File: config.mk
export PLATFORM = sky130hd
export DESIGN_NAME = pio_host_loader_flat
export DESIGN_NICKNAME = d
export VERILOG_FILES = /design/src/rtl/pio_host_loader_if.sv /design/src/rtl/pio_host_loader.sv /design/src/flat_wrapper.sv
export SDC_FILE = /design/constraint.sdc
export NUM_CORES = 1
export LEC_CHECK = 0
export BUFFER_PORTS_ARGS = -buffer_cell sky130_fd_sc_hd__buf_4
export CELL_PAD_IN_SITES_DETAIL_PLACEMENT = 0
export CELL_PAD_IN_SITES_GLOBAL_PLACEMENT = 1
export CORE_ASPECT_RATIO = 2
export CORE_MARGIN = 1
export CORE_UTILIZATION = 48
export CTS_CLUSTER_DIAMETER = 150
export DETAILED_ROUTE_END_ITERATION = 8
export GPL_ROUTABILITY_DRIVEN = 0
export PLACE_DENSITY = 0.82
export SETUP_SLACK_MARGIN = 0.02
export SLEW_MARGIN = 20
export SYNTH_ARGS = -nofsm -noshare
export SYNTH_HDL_FRONTEND = slang
export SYNTH_SLANG_ARGS = --single-unit
File: constraint.sdc
create_clock -name clk -period 6.5 [get_ports clk]
set_input_delay 0 -clock clk [delete_from_list [all_inputs] [get_ports clk]]
set_output_delay 0 -clock clk [all_outputs]
set_load 0.02 [all_outputs]
File: src/rtl/pio_host_loader_if.sv
// pio_host_loader_if
//   Bundles the host byte link, the response byte link, the pio configuration
//   port and the loader status signals into one interface.
//
//   Handshake rule for both byte links: a byte moves on a rising clock edge
//   where valid and ready are both high. The sender holds valid and the data
//   stable until that edge. The receiver may raise or drop ready at any time.
//
//   Signals:
//     rx_data/rx_valid/rx_ready : host -> loader command bytes
//     tx_data/tx_valid/tx_ready : loader -> host response bytes
//     action/index/mindex/din   : pio configuration strobe and operands
//     pio_dout                  : pio read data, sampled for pull commands
//     busy/err_count            : loader status
//   Modports:
//     slave  : the loader's view
//     master : the host/pio side (testbench) view
interface pio_host_loader_if;
    logic [7:0]  rx_data;
    logic        rx_valid;
    logic        rx_ready;
    logic [7:0]  tx_data;
    logic        tx_valid;
    logic        tx_ready;
    logic [3:0]  action;
    logic [4:0]  index;
    logic [1:0]  mindex;
    logic [31:0] din;
    logic [31:0] pio_dout;
    logic        busy;
    logic [7:0]  err_count;

    modport slave (
        input  rx_data, rx_valid, tx_ready, pio_dout,
        output rx_ready, tx_data, tx_valid, action, index, mindex, din,
               busy, err_count
    );

    modport master (
        output rx_data, rx_valid, tx_ready, pio_dout,
        input  rx_ready, tx_data, tx_valid, action, index, mindex, din,
               busy, err_count
    );
endinterface

File: src/rtl/pio_host_loader.sv
// pio_host_loader
//   Parses framed host byte packets into single-cycle pio configuration
//   strobes. Packet: byte0 = {2'b00, mindex, action}, byte1 = {3'b000, index},
//   then 0..4 payload bytes, little-endian into din. A pull command (action 3)
//   samples pio_dout PULL_LATENCY cycles after its strobe and returns it to
//   the host as four bytes, LSB first.
//
//   Ports:
//     clk       : system clock
//     reset     : asynchronous active-low reset
//     bus       : pio_host_loader_if.slave (byte links, pio port, status)
//     state_dbg : current FSM state encoding
module pio_host_loader #(
    parameter int TIMEOUT      = 100000,
    parameter int PULL_LATENCY = 2
) (
    input  logic             clk,
    input  logic             reset,
    pio_host_loader_if.slave bus,
    output logic [2:0]       state_dbg
);
    localparam int TW = $clog2(TIMEOUT);

    typedef enum logic [2:0] {
        S_IDLE    = 3'd0,
        S_INDEX   = 3'd1,
        S_PAYLOAD = 3'd2,
        S_ISSUE   = 3'd3,
        S_WAIT_RD = 3'd4,
        S_SEND    = 3'd5
    } state_t;

    function automatic logic [2:0] pay_len(input logic [3:0] a);
        case (a)
            4'd1:       return 3'd2;
            4'd4:       return 3'd4;
            4'd5, 4'd6: return 3'd1;
            4'd7:       return 3'd3;
            4'd9:       return 3'd2;
            default:    return 3'd0;
        endcase
    endfunction

    function automatic logic act_ok(input logic [3:0] a);
        return (a >= 4'd1 && a <= 4'd7) || (a == 4'd9);
    endfunction

    state_t      state_q, state_d;
    logic [3:0]  cmd_act_q;
    logic [1:0]  cmd_mi_q;
    logic [4:0]  cmd_idx_q;
    logic [2:0]  len_q;
    logic [1:0]  pos_q;
    logic [31:0] acc_q;
    logic [TW-1:0] tmo_q;
    logic [2:0]  rd_q;
    logic [31:0] resp_q;
    logic [1:0]  tx_cnt_q;
    logic [3:0]  action_q;
    logic [4:0]  index_q;
    logic [1:0]  mindex_q;
    logic [31:0] din_q;
    logic [7:0]  err_q;

    logic        rx_ready_w, tx_valid_w, rx_fire, tx_fire, tmo_hit;
    logic        strobe, err_inc;
    logic [31:0] din_next;

    // rx_ready is gated by reset so the host sees no acceptance while held.
    assign rx_ready_w = reset && (state_q == S_IDLE || state_q == S_INDEX ||
                                  state_q == S_PAYLOAD);
    assign tx_valid_w = (state_q == S_SEND);
    assign rx_fire    = bus.rx_valid && rx_ready_w;
    assign tx_fire    = tx_valid_w && bus.tx_ready;
    assign tmo_hit    = (tmo_q == TW'(TIMEOUT - 1));
    assign din_next   = acc_q | ({24'h0, bus.rx_data} << {pos_q, 3'b000});

    assign bus.rx_ready  = rx_ready_w;
    assign bus.tx_valid  = tx_valid_w;
    assign bus.tx_data   = tx_valid_w ? resp_q[{tx_cnt_q, 3'b000} +: 8] : 8'h00;
    assign bus.action    = action_q;
    assign bus.index     = index_q;
    assign bus.mindex    = mindex_q;
    assign bus.din       = din_q;
    assign bus.busy      = (state_q != S_IDLE);
    assign bus.err_count = err_q;
    assign state_dbg     = state_q;

    always_comb begin
        state_d = state_q;
        strobe  = 1'b0;
        err_inc = 1'b0;
        case (state_q)
            S_IDLE: begin
                if (rx_fire) begin
                    if (bus.rx_data[7:6] == 2'b00 && act_ok(bus.rx_data[3:0]))
                        state_d = S_INDEX;
                    else
                        err_inc = 1'b1;
                end
            end
            S_INDEX: begin
                if (rx_fire) begin
                    if (bus.rx_data[7:5] != 3'b000) begin
                        err_inc = 1'b1;
                        state_d = S_IDLE;
                    end else if (len_q == 3'd0) begin
                        strobe  = 1'b1;
                        state_d = S_ISSUE;
                    end else begin
                        state_d = S_PAYLOAD;
                    end
                end else if (tmo_hit) begin
                    err_inc = 1'b1;
                    state_d = S_IDLE;
                end
            end
            S_PAYLOAD: begin
                if (rx_fire) begin
                    if ({1'b0, pos_q} == len_q - 3'd1) begin
                        strobe  = 1'b1;
                        state_d = S_ISSUE;
                    end
                end else if (tmo_hit) begin
                    err_inc = 1'b1;
                    state_d = S_IDLE;
                end
            end
            S_ISSUE:   state_d = (cmd_act_q == 4'd3) ? S_WAIT_RD : S_IDLE;
            S_WAIT_RD: if (rd_q == 3'(PULL_LATENCY)) state_d = S_SEND;
            S_SEND:    if (tx_fire && tx_cnt_q == 2'd3) state_d = S_IDLE;
            default:   state_d = S_IDLE;
        endcase
    end

    always_ff @(posedge clk or negedge reset) begin
        if (!reset) begin
            state_q   <= S_IDLE;
            cmd_act_q <= 4'd0;
            cmd_mi_q  <= 2'd0;
            cmd_idx_q <= 5'd0;
            len_q     <= 3'd0;
            pos_q     <= 2'd0;
            acc_q     <= 32'd0;
            tmo_q     <= '0;
            rd_q      <= 3'd0;
            resp_q    <= 32'd0;
            tx_cnt_q  <= 2'd0;
            action_q  <= 4'd0;
            index_q   <= 5'd0;
            mindex_q  <= 2'd0;
            din_q     <= 32'd0;
            err_q     <= 8'd0;
        end else begin
            state_q <= state_d;

            if (state_q == S_IDLE && rx_fire) begin
                cmd_act_q <= bus.rx_data[3:0];
                cmd_mi_q  <= bus.rx_data[5:4];
                len_q     <= pay_len(bus.rx_data[3:0]);
                acc_q     <= 32'd0;
                pos_q     <= 2'd0;
            end
            if (state_q == S_INDEX && rx_fire)
                cmd_idx_q <= bus.rx_data[4:0];
            if (state_q == S_PAYLOAD && rx_fire) begin
                acc_q <= din_next;
                pos_q <= pos_q + 2'd1;
            end

            // Idle-gap counter only runs while a packet is partially received.
            if ((state_q == S_INDEX || state_q == S_PAYLOAD) && !rx_fire)
                tmo_q <= tmo_q + TW'(1);
            else
                tmo_q <= '0;

            // Operands are registered with the strobe so they appear in the
            // same cycle and then hold until the next command.
            action_q <= strobe ? cmd_act_q : 4'd0;
            if (strobe) begin
                index_q  <= (state_q == S_INDEX) ? bus.rx_data[4:0] : cmd_idx_q;
                mindex_q <= cmd_mi_q;
                din_q    <= (state_q == S_INDEX) ? 32'd0 : din_next;
            end

            // rd_q counts cycles since the strobe; capture when it reaches
            // PULL_LATENCY.
            if (state_q == S_ISSUE)
                rd_q <= 3'd1;
            else if (state_q == S_WAIT_RD) begin
                if (rd_q == 3'(PULL_LATENCY))
                    resp_q <= bus.pio_dout;
                else
                    rd_q <= rd_q + 3'd1;
            end

            if (state_q == S_ISSUE)
                tx_cnt_q <= 2'd0;
            else if (tx_fire)
                tx_cnt_q <= tx_cnt_q + 2'd1;

            if (err_inc && err_q != 8'hFF)
                err_q <= err_q + 8'd1;
        end
    end
endmodule

File: src/flat_wrapper.sv
// flat-port wrapper written by rule: the top's interface ports become plain ports
module pio_host_loader_flat 
#(
    parameter int TIMEOUT      = 100000,
    parameter int PULL_LATENCY = 2
)
  (clk, reset, state_dbg, bus_rx_data, bus_rx_valid, bus_tx_ready, bus_pio_dout, bus_rx_ready, bus_tx_data, bus_tx_valid, bus_action, bus_index, bus_mindex, bus_din, bus_busy, bus_err_count);
  pio_host_loader_if bus_i ();
  input  logic clk;
  input  logic reset;
  output logic [2:0] state_dbg;
  input wire logic [$bits(bus_i.rx_data)-1:0] bus_rx_data;
  input wire logic [$bits(bus_i.rx_valid)-1:0] bus_rx_valid;
  input wire logic [$bits(bus_i.tx_ready)-1:0] bus_tx_ready;
  input wire logic [$bits(bus_i.pio_dout)-1:0] bus_pio_dout;
  output wire logic [$bits(bus_i.rx_ready)-1:0] bus_rx_ready;
  output wire logic [$bits(bus_i.tx_data)-1:0] bus_tx_data;
  output wire logic [$bits(bus_i.tx_valid)-1:0] bus_tx_valid;
  output wire logic [$bits(bus_i.action)-1:0] bus_action;
  output wire logic [$bits(bus_i.index)-1:0] bus_index;
  output wire logic [$bits(bus_i.mindex)-1:0] bus_mindex;
  output wire logic [$bits(bus_i.din)-1:0] bus_din;
  output wire logic [$bits(bus_i.busy)-1:0] bus_busy;
  output wire logic [$bits(bus_i.err_count)-1:0] bus_err_count;
  assign bus_i.rx_data = bus_rx_data;
  assign bus_i.rx_valid = bus_rx_valid;
  assign bus_i.tx_ready = bus_tx_ready;
  assign bus_i.pio_dout = bus_pio_dout;
  assign bus_rx_ready = bus_i.rx_ready;
  assign bus_tx_data = bus_i.tx_data;
  assign bus_tx_valid = bus_i.tx_valid;
  assign bus_action = bus_i.action;
  assign bus_index = bus_i.index;
  assign bus_mindex = bus_i.mindex;
  assign bus_din = bus_i.din;
  assign bus_busy = bus_i.busy;
  assign bus_err_count = bus_i.err_count;
  pio_host_loader #(.TIMEOUT(TIMEOUT), .PULL_LATENCY(PULL_LATENCY)) u_core (.clk(clk), .reset(reset), .bus(bus_i), .state_dbg(state_dbg));
endmodule
-- Word level (Yosys, flattened, before mapping)
Index checks and enable logic that the tools add are counted.
- $add $sub $neg: 6
- $lt $le $gt $ge: 2
- eq/ne operators: 23
- shift operators: 2
- mux-type cells: 40
- bitwise logic cells: 2
- reductions and logical operators: 29
- operators by type and width (cell ; number):
    32-bit 2-to-1 mux ; 3
    3-bit 2-to-1 mux ; 13
    32-bit OR ; 1
    32-bit by 6-bit variable part select with 8-bit output ; 1
    8-bit by 5-bit << shifter with 32-bit output ; 1
    3-bit one-hot mux with 6 select lines ; 1
    17-bit by 1-bit adder with 17-bit output (second input constant) ; 1
    17-bit == test (second input constant) ; 1
    17-bit 2-to-1 mux ; 1
    4-bit by 3-bit == test with 1-bit output (second input constant) ; 4
    1-bit 2-to-1 mux ; 12
    3-bit one-hot mux with 4 select lines ; 1
    1-bit logical AND ; 11
    3-bit by 2-bit == test with 1-bit output (second input constant) ; 3
    8-bit by 1-bit adder with 8-bit output (second input constant) ; 1
    2-bit 2-to-1 mux ; 4
    8-bit 2-to-1 mux ; 1
    8-bit inequality test (second input constant) ; 1
    3-bit == test (second input constant) ; 2
    3-bit zero test ; 2
    2-bit inequality test (second input constant) ; 3
    2-bit nonzero test ; 3
    3-bit nonzero test ; 2
    5-bit 2-to-1 mux ; 1
    24 further kinds ; 30
- register bits after elaboration: 156
- output and inout bits: 65
- logic and storage cells: 120

-- Longest topological paths before layout
Gate-level depths: netlist of run 1.
- depth after elaboration: 8
- mapped depth: 8

-- Worst setup path after synthesis of run 1
Ideal clock, no wire load.
- path kind: reg-to-reg
- from: reg u_core.state_q[2] (netlist: u_core.state_dbg[2])
- to: reg u_core.err_q[6] (netlist: u_core.bus.err_count[6])
- arrival: 1.955 ns
- data required time: 6.372 ns
- path slack: 4.417 ns
- cell stages (with the launch flop): 7
- cell sequence: dfrtp_1 -> clkbuf_1 -> or3_1 -> buf_2 -> a2bb2oi_2 -> nor4b_2 -> mux2_1
- cells in the longest elaborated chain, start to end: 8
- elaborated cells on any way between the ends: 12
- ends and longest elaborated chain (what ; RTL line ; RTL):
    start, declared ; pio_host_loader.sv:48 ; state_t state_q, state_d;
    start signal, assigned ; pio_host_loader.sv:155 ; state_q <= state_d;
    3-bit by 1-bit == test with 1-bit output or 3-bit zero test (tied branches) ; pio_host_loader.sv:70, pio_host_loader.sv:93 ;
    1-bit logical OR (2 in a row) ; pio_host_loader.sv:70 ; assign rx_ready_w = reset && (state_q == S_IDLE || state_q == S_INDEX ||
    1-bit logical AND ; pio_host_loader.sv:70 ;
    1-bit logical AND ; pio_host_loader.sv:73 ; assign rx_fire = bus.rx_valid && rx_ready_w;
    1-bit 2-to-1 mux (on tied branches) ; pio_host_loader.sv:119, pio_host_loader.sv:95, pio_host_loader.sv:103 ;
    1-bit one-hot mux with 3 select lines (*) ; pio_host_loader.sv:93 ; case (state_q)
    1-bit logical AND (*) ; pio_host_loader.sv:202 ; if (err_inc && err_q != 8'hFF)
    end signal, assigned ; pio_host_loader.sv:203 ; err_q <= err_q + 8'd1;
    end, declared ; pio_host_loader.sv:63 ; logic [7:0] err_q;
Mark *: on every way between the ends. The rest lies on a longest branch, timed or not.
A chain may end at the register's enable or synchronous reset.

-- Final worst setup path of run 1
- from: in reset
- to: reg u_core.err_q[6] (netlist: u_core.bus.err_count[6])
- cells in the longest elaborated chain, start to end: 5
- elaborated cells on any way between the ends: 7
- ends and longest elaborated chain (what ; RTL line ; RTL):
    start, declared ; flat_wrapper.sv:10 ; input logic reset;
    1-bit logical AND (*) ; pio_host_loader.sv:70 ;
    1-bit logical AND (*) ; pio_host_loader.sv:73 ;
    1-bit 2-to-1 mux (on tied branches) ; pio_host_loader.sv:119, pio_host_loader.sv:95, pio_host_loader.sv:103 ;
    1-bit one-hot mux with 3 select lines (*) ; pio_host_loader.sv:93 ;
    1-bit logical AND (*) ; pio_host_loader.sv:202 ;
Marked as above.

==> summary.md, run 1 <==
| Metric | Value |
|---|---|
| Final Hold Slack | `219 ps` |
| Post-Synthesis Cells | `between 600 and 700` |
| RSZ-0062 raised after global routing | `no` |
| Vias per inst | `between 5 and 6` |
| NumNets Final | `830` |
| Post-CTS Resized | `0` |
| First-pass GRT wire length | `26.3 mm` |
| Core footprint | `around 14000 sq um` |
| CP startpoint kind | `input port` |
| Area delta synth->final | `28.0%` |
| CP Max Fanout | `90` |
| Min-delay worst type | `in -> async` |
| Total Neg Setup Slack | `0 ps` |
| Cell Count Post-Placement | `909` |
| Non-Filler Instances | `984` |
| Largest net degree at the start of global routing | `a little over 90` |
| Slew Limit Fails | `0` |
| # port buffers | `about 110` |
| Total number of vias | `between 5000 and 6000` |
| Total Power | `between 3000 and 4000 uW` |
| Register area share after synthesis | `between 50% and 60%` |
| Top_reg_cell synth | `dfrtp_1` |
| Worst setup EP type | `flip-flop` |
| DRT iter0 DRCs | `about 280` |
| Vias in the first global route | `between 5000 and 6000` |
| Arrival time at the worst endpoint | `just under 3000 ps` |
| CTS tree | `yes` |
| Clk slew on worst S/H paths | `~70 ps` |
| Max-Cap Viols | `0` |
| Most frequent cells in the layout | `dfrtp_1 (156), buf_4 (112), a21oi_1 (68)` |
| Max rail drop VDD | `between 0.2 and 0.25 mV` |
| Die Wd | `just under 90 um` |
| Count of final hold-check violations | `0` |
| Async set or reset register ratio after synthesis | `100%` |
| Share of cells above drive strength 1 | `between 20% and 30%` |
| DRT antenna net count | `0` |
| Full die area | `~15000 sq um` |
| Pwr Density | `399 nW/um^2` |
| Area post-placement | `roughly 7900 sq um` |
| Grt total ovfl | `0` |
| Antenna violations before repair | `0` |
| Achievable frequency | `about 380 MHz` |
| Cell area after layout | `8920 sq um` |
| Synth unique cells | `50` |
| CTS sink cnt | `156` |
| N_diodes | `0` |
| Ys Warns | `0` |
| Synth Area per Inst | `around 11 sq um` |
| Cts bufs inserted | `17` |
| Critical path type | `in -> reg` |
| Final min period | `~2700 ps` |
| WL per Instance | `between 15 and 20 um` |
| Net count after synthesis | `between 600 and 700` |
| Drt pass-1 iters | `4` |
| Drt total wl | `about 16 mm` |
| Ports | `around 110` |
| Rel. slew slack | `a little over two fifths` |
| Skew final | `around 8.4 ps` |
| Cell Rows | `62` |
| Leakage | `between 0.004 and 0.005 uW` |
| Period Utilization, post-route | `approximately two fifths` |
| Post-Syn Area | `6970 sq um` |
| Post-synth EDFFs | `0` |
| Initial core utilization | `between 40% and 50%` |
| Residual DRC count | `0` |
| Die H | `between 150 and 200 um` |
| Commonest non-fill, non-tap cell in the layout | `dfrtp_1` |
| HPWL after detailed placement | `10.8 mm` |
| H-tree depth | `4` |
| Status | `completed` |
| Later-pin clock latency in the skew report | `420 ps` |
| Clock Tree Buf Depth | `2` |
| All-layer global routing usage | `between 20 and 25%` |
| Actual slew at the worst max-slew pin | `860 ps` |
| Worst EP required | `approximately 6800 ps` |
| Setup violators final | `0` |
| Root Driver | `clkbuf_16` |
| Synth Register Bits | `between 150 and 200` |
## critical path: stages
cell and delay [ps]:
dlygate4sd3_1 550, buf_6 610, nand2_1 270, a2111oi_0 610, a2bb2oi_2 210, nor4b_2 300, mux2_1 350
## timing repair
action,4_1_cts,5_1_grt
hold buffers,43,0
buffers inserted,0,0
endpoints found under the hold margin,169,0
## sequential cells by signal, summed over array words and instances (netlist names), 5 cells and up
| name | count |
|---|---|
| u_core.cmd_idx_q | 5 |
| u_core.bus.err_count | 8 |
| u_core.acc_q | 32 |
| u_core.tmo_q | 17 |
| u_core.bus.din | 32 |
| u_core.resp_q | 32 |
| u_core.bus.index | 5 |
## stage by stage
| step | util [%] | setup slack, ps |
|---|---|---|
| 2_1_floorplan | - | 4420 |
| 4_1_cts | 62.5 | 3830 |
| 6_report | 62.5 | 3830 |
| 3_5_place_dp | 55.4 | 3970 |
| 5_1_grt | 62.5 | 3550 |
| 3_3_place_gp | 55.4 | 4020 |
## layout make-up
class                           count  area (sq um)
Fill cell                        1182          5350
Tap cell                          192           240
Sequential cell                   156          3900
Multi-Input combinational cell    435          2860
Clock inverter                     14           158
Inverter                           13          48.8
Clock buffer                       18           429
Timing Repair Buffer              156          1280
## Yosys cell counts, drive strengths merged (3+ instances only)
master	instances	area, sq um
ha	7	87.6
nand2b	3	18.8
nor2	66	248
xnor2	7	61.3
nand4	6	37.5
o31ai	34	255
inv	13	48.8
nor3	7	40.0
mux4	8	180
nor4	3	18.8
xor2	16	140
buf	13	62.6
a21oi	68	340
clkbuf	31	116
nor2b	13	81.3
or3	4	25.0
mux2	42	473
nand3b	3	22.5
nand2	67	251
and2	7	43.8
o21ai	26	130
nor3b	4	40.0
dfrtp	156	3900
mux2i	6	60.1
nand3	13	65.1
and3	3	18.8
## final timing paths
path	from	end	slack, ps	cells past startpoint
max reg2reg	u_core.state_dbg[1]	u_core.bus.err_count[6]	4070	5
min reg2reg	u_core.tmo_q[0]	u_core.tmo_q[0]	470	1
min in group clk	bus_rx_valid	u_core.state_dbg[1]	240	5
min	reset	u_core.resp_q[19]	220	2
max in group asynchronous	reset	u_core.cmd_idx_q[3]	4860	3
max	reset	u_core.bus.err_count[6]	3830	7
## per-layer routing
| layer | GRT usage, % | share of wire [%] | vias up |
|---|---|---|---|
| met5 | 0 | 0 | - |
| met2 | 41.5 | 55 | 142 |
| met3 | 4.49 | 4.3 | 34 |
| li1 | - | - | 2527 |
| met4 | 10.4 | 2.6 | 0 |
| met1 | 26.1 | 39 | 2590 |
## logic make-up after synthesis
group / count (synthesis) / share of synthesized area, %
compound gates: 141 / 12.0
xor+xnor: 23 / 2.89
fa+ha+maj: 7 / 1.26
buf+inv: 57 / 3.27
flops: 156 / 56.0
mux: 56 / 10.2
simple gates: 208 / 14.3
## report_power, final
| group | total [uW] | leakage [uW] | internal (uW) | switching, uW |
|---|---|---|---|---|
| logic | 1110 | 0.00178 | 518 | 589 |
| registers | 1470 | 0.00204 | 1240 | 224 |
| clock network | 987 | 0.000278 | 573 | 413 |
| total | 3560 | 0.00410 | 2340 | 1230 |
Note: power is estimated with default switching activity, not from simulation.
==> run 2, diff against run 1 <==
--- a/config.mk
+++ b/config.mk
@@ -5,16 +5,17 @@
 export SDC_FILE = /design/constraint.sdc
 export NUM_CORES = 1
 export LEC_CHECK = 0
+export ABC_AREA = 1
 export BUFFER_PORTS_ARGS = -buffer_cell sky130_fd_sc_hd__buf_4
 export CELL_PAD_IN_SITES_DETAIL_PLACEMENT = 0
 export CELL_PAD_IN_SITES_GLOBAL_PLACEMENT = 1
 export CORE_ASPECT_RATIO = 2
 export CORE_MARGIN = 1
-export CORE_UTILIZATION = 48
+export CORE_UTILIZATION = 39
 export CTS_CLUSTER_DIAMETER = 150
 export DETAILED_ROUTE_END_ITERATION = 8
 export GPL_ROUTABILITY_DRIVEN = 0
-export PLACE_DENSITY = 0.82
+export PLACE_DENSITY = 0.73
 export SETUP_SLACK_MARGIN = 0.02
 export SLEW_MARGIN = 20
 export SYNTH_ARGS = -nofsm -noshare
==> constraint.sdc (replaced) <==
create_clock -name clk -period 2.3 [get_ports clk]
set_input_delay 0 -clock clk [delete_from_list [all_inputs] [get_ports clk]]
set_output_delay 0 -clock clk [all_outputs]
set_load 0.02 [all_outputs]
==> summary.md, run 2 <==
| Metric | Value |
|---|---|
| Period Utilization, post-route | `between 80% and 90%` |
| Vias per inst | `4.98` |
| Ys Warns | `0` |
| Slew Limit Fails | `0` |
| Setup violators final | `0` |
| Root Driver | `clkbuf_16` |
| Worst setup startpoint | `u_core.tx_cnt_q[1]` |
| Core footprint | `18300 sq um` |
| Skew final | `9.72 ps` |
| Worst Hold Depth | `5` |
| Clock Tree Buf Depth | `2` |
| Total Power | `10400 uW` |
| CTS tree | `yes` |
| Adder-cell share of the synthesized area | `under 10%` |
| Share of cells above drive strength 1 | `about 19%` |
| # port buffers | `between 100 and 150` |
| N_diodes | `0` |
| Most frequent cells in the layout | `nand2_1 (201), dfrtp_1 (156), buf_4 (119)` |
| R2r startpoint | `u_core.state_dbg[2]` |
| Residual DRC count | `0` |
| Clk pwr share | `26.0%` |
| All-layer global routing usage | `20.9%` |
| Cell Rows | `70` |
| Max rail drop VDD | `about 0.54 mV` |
| CP startpoint kind | `flip-flop` |
| FF-to-FF setup slack | `400 ps` |
| Multiplexer area fraction after synthesis | `4.94%` |
| Async set or reset register ratio after synthesis | `100%` |
| Clk slew on worst S/H paths | `60 ps` |
| Leakage | `0.00439 uW` |
| DRT antenna net count | `0` |
| Actual slew at the worst max-slew pin | `about 940 ps` |
| Flop pwr share | `roughly two fifths` |
| Commonest cells post-synth | `nand2_1 (201), dfrtp_1 (156), o21ai_0 (117)` |
| Post-Synthesis Cells | `~850` |
| Achievable frequency | `~500 MHz` |
| Initial core utilization | `between 30% and 40%` |
| Largest net degree at the start of global routing | `about 160` |
| Largest family of logic cells by synthesized area | `simple AND/OR/NAND/NOR gates` |
| Arrival time at the worst endpoint | `2030 ps` |
| Total number of vias | `just over 6000` |
| Later-pin clock latency in the skew report | `between 400 and 500 ps` |
| CP Capture Point | `bus_tx_data[2]` |
| CTS sink cnt | `156` |
| Commonest non-fill, non-tap cell in the layout | `nand2_1` |
| Synth unique cells | `37` |
| Die H | `roughly 200 um` |
| Net count after synthesis | `896` |
| Pwr Density | `approximately 1100 nW/um^2` |
| Grt total ovfl | `0` |
| Final min period | `approximately 2000 ps` |
| Count of final hold-check violations | `0` |
| Path depth of the worst reg2reg path | `11` |
| H-tree depth | `4` |
| Sw frac | `between 30% and 40%` |
| Min-delay src | `bus_rx_valid` |
| Post-Syn Area | `between 7000 and 8000 sq um` |
| Post-synth EDFFs | `0` |
| Top cells by area, synth | `dfrtp_1 (54%), nand2_1 (10%), o21ai_0 (8.0%)` |
| HPWL after detailed placement | `13.2 mm` |
| Antenna violations before repair | `0` |
| Synth Area per Inst | `around 8.6 sq um` |
| DRT iter0 DRCs | `between 200 and 250` |
| Max-Cap Viols | `0` |
| Simple-gate area share of the yosys netlist | `a little under a fifth` |
| Post-CTS Setup Bufs | `0` |
| Logic pwr share | `approximately 34%` |
| Worst EP required | `approximately 2300 ps` |
| Status | `completed` |
| First-pass GRT wire length | `roughly 31 mm` |
| P_sw | `about 3800 uW` |
| Cell internal pwr | `about 6600 uW` |
| Cts bufs inserted | `17` |
| Min-delay worst type | `in -> reg` |
| Full die area | `between 15000 and 20000 sq um` |
| Yosys top cell area share | `between 50% and 60%` |
| Synth Area in Compound Gates | `between 10% and 20%` |
| Ports | `roughly 110` |
| Cell with the most instances after synthesis | `nand2_1` |
| WL per Instance | `between 15 and 20 um` |
| Top_reg_cell synth | `dfrtp_1` |
| NumNets Final | `between 1000 and 1500` |
| Drt pass-1 iters | `4` |
| CP Max Fanout | `10` |
| Vias in the first global route | `6246` |
| Worst r2r dst | `u_core.bus.err_count[7]` |
| Drt total wl | `about 19 mm` |
| Die Wd | `98.7 um` |
| Post-CTS Resized | `0` |
| Leading area contributor after synthesis | `dfrtp_1` |
| Worst setup EP type | `output pin` |
| Register area share after synthesis | `between 50% and 60%` |
| Rel. slew slack | `a little under two fifths` |
| Post-Synth XOR/XNOR Area | `1.56%` |
| Total Neg Setup Slack | `0 ps` |
| Synth Register Bits | `roughly 160` |
| Area delta synth->final | `27.6%` |
| RSZ-0062 raised after global routing | `no` |
| Critical path type | `reg -> out` |
[run 2: metal layers]
| layer | vias to the layer above | routed length, um | track usage (%) |
|---|---|---|---|
| li1 | 3044 | - | - |
| met1 | 2871 | 7480 | 22.8 |
| met2 | 120 | 10400 | 39.5 |
| met3 | 35 | 506 | 2.83 |
| met4 | 0 | 541 | 9.18 |
| met5 | - | 0 | 0 |
[run 2: cell type report]
cell class                      instances  area, sq um
Clock buffer                           21          440
Multi-Input combinational cell        566         2880
Sequential cell                       156         3900
Clock inverter                         10          119
Inverter                               87          327
Tap cell                              216          270
Timing Repair Buffer                  163         1370
Fill cell                            1783         9000
[run 2: cells by family after synthesis]
logic type                 Yosys count
xor gates and xnor gates            13
and+or+nand+nor                    335
muxes                               32
adders and majority gates            7
buffers and inverters              123
AOI/OAI and AO/OA                  179
DFF                                156
[run 2: worst min path at each step]
stage,end,slack [ps]
after floorplan,u_core.acc_q[0],-300
after global placement,u_core.resp_q[5],220
after detailed placement,u_core.resp_q[7],220
after CTS,u_core.bus.action[2],40
after global routing,u_core.bus.action[1],80
final,u_core.bus.action[2],60
[run 2: what timing repair did]
| action | CTS | global route |
|---|---|---|
| hold buffers | 40 | 0 |
| hold endpoints to repair | 209 | 0 |
| endpoints found under the setup margin | 0 | 0 |
[run 2: power groups by stage]
| stage | sequential, uW | combinational [uW] | clock, uW |
|---|---|---|---|
| 3_5_place_dp | 4180 | 3550 | 0 |
| 4_1_cts | 4130 | 3620 | 2790 |
| 6_report | 4130 | 3570 | 2710 |
| 3_3_place_gp | 4150 | 3520 | 0 |
| 2_1_floorplan | 4190 | 2200 | 0 |
| 5_1_grt | 4250 | 4050 | 2890 |
[run 2: critical path, stage by stage, from the launching register on]
cell,delay [ps]
dfrtp_1,590
clkinv_1,400
nor2_1,190
o21ai_0,100
a21oi_1,160
buf_4,160
[run 2: metrics by stage]
stage / hold WS [ps] / cells / instance area [sq um] / setup slack, ps / util, %
global placement: 217 / 1148 / 8350 / 424 / 45.6
finish: 56.6 / 1219 / 9310 / 274 / 50.8
CTS: 44.6 / 1219 / 9310 / 229 / 50.8
global route: 80.0 / 1219 / 9310 / 79.0 / 50.8
detailed placement: 224 / 1148 / 8350 / 401 / 45.6
floorplan: -296 / 845 / 7290 / 609 / -
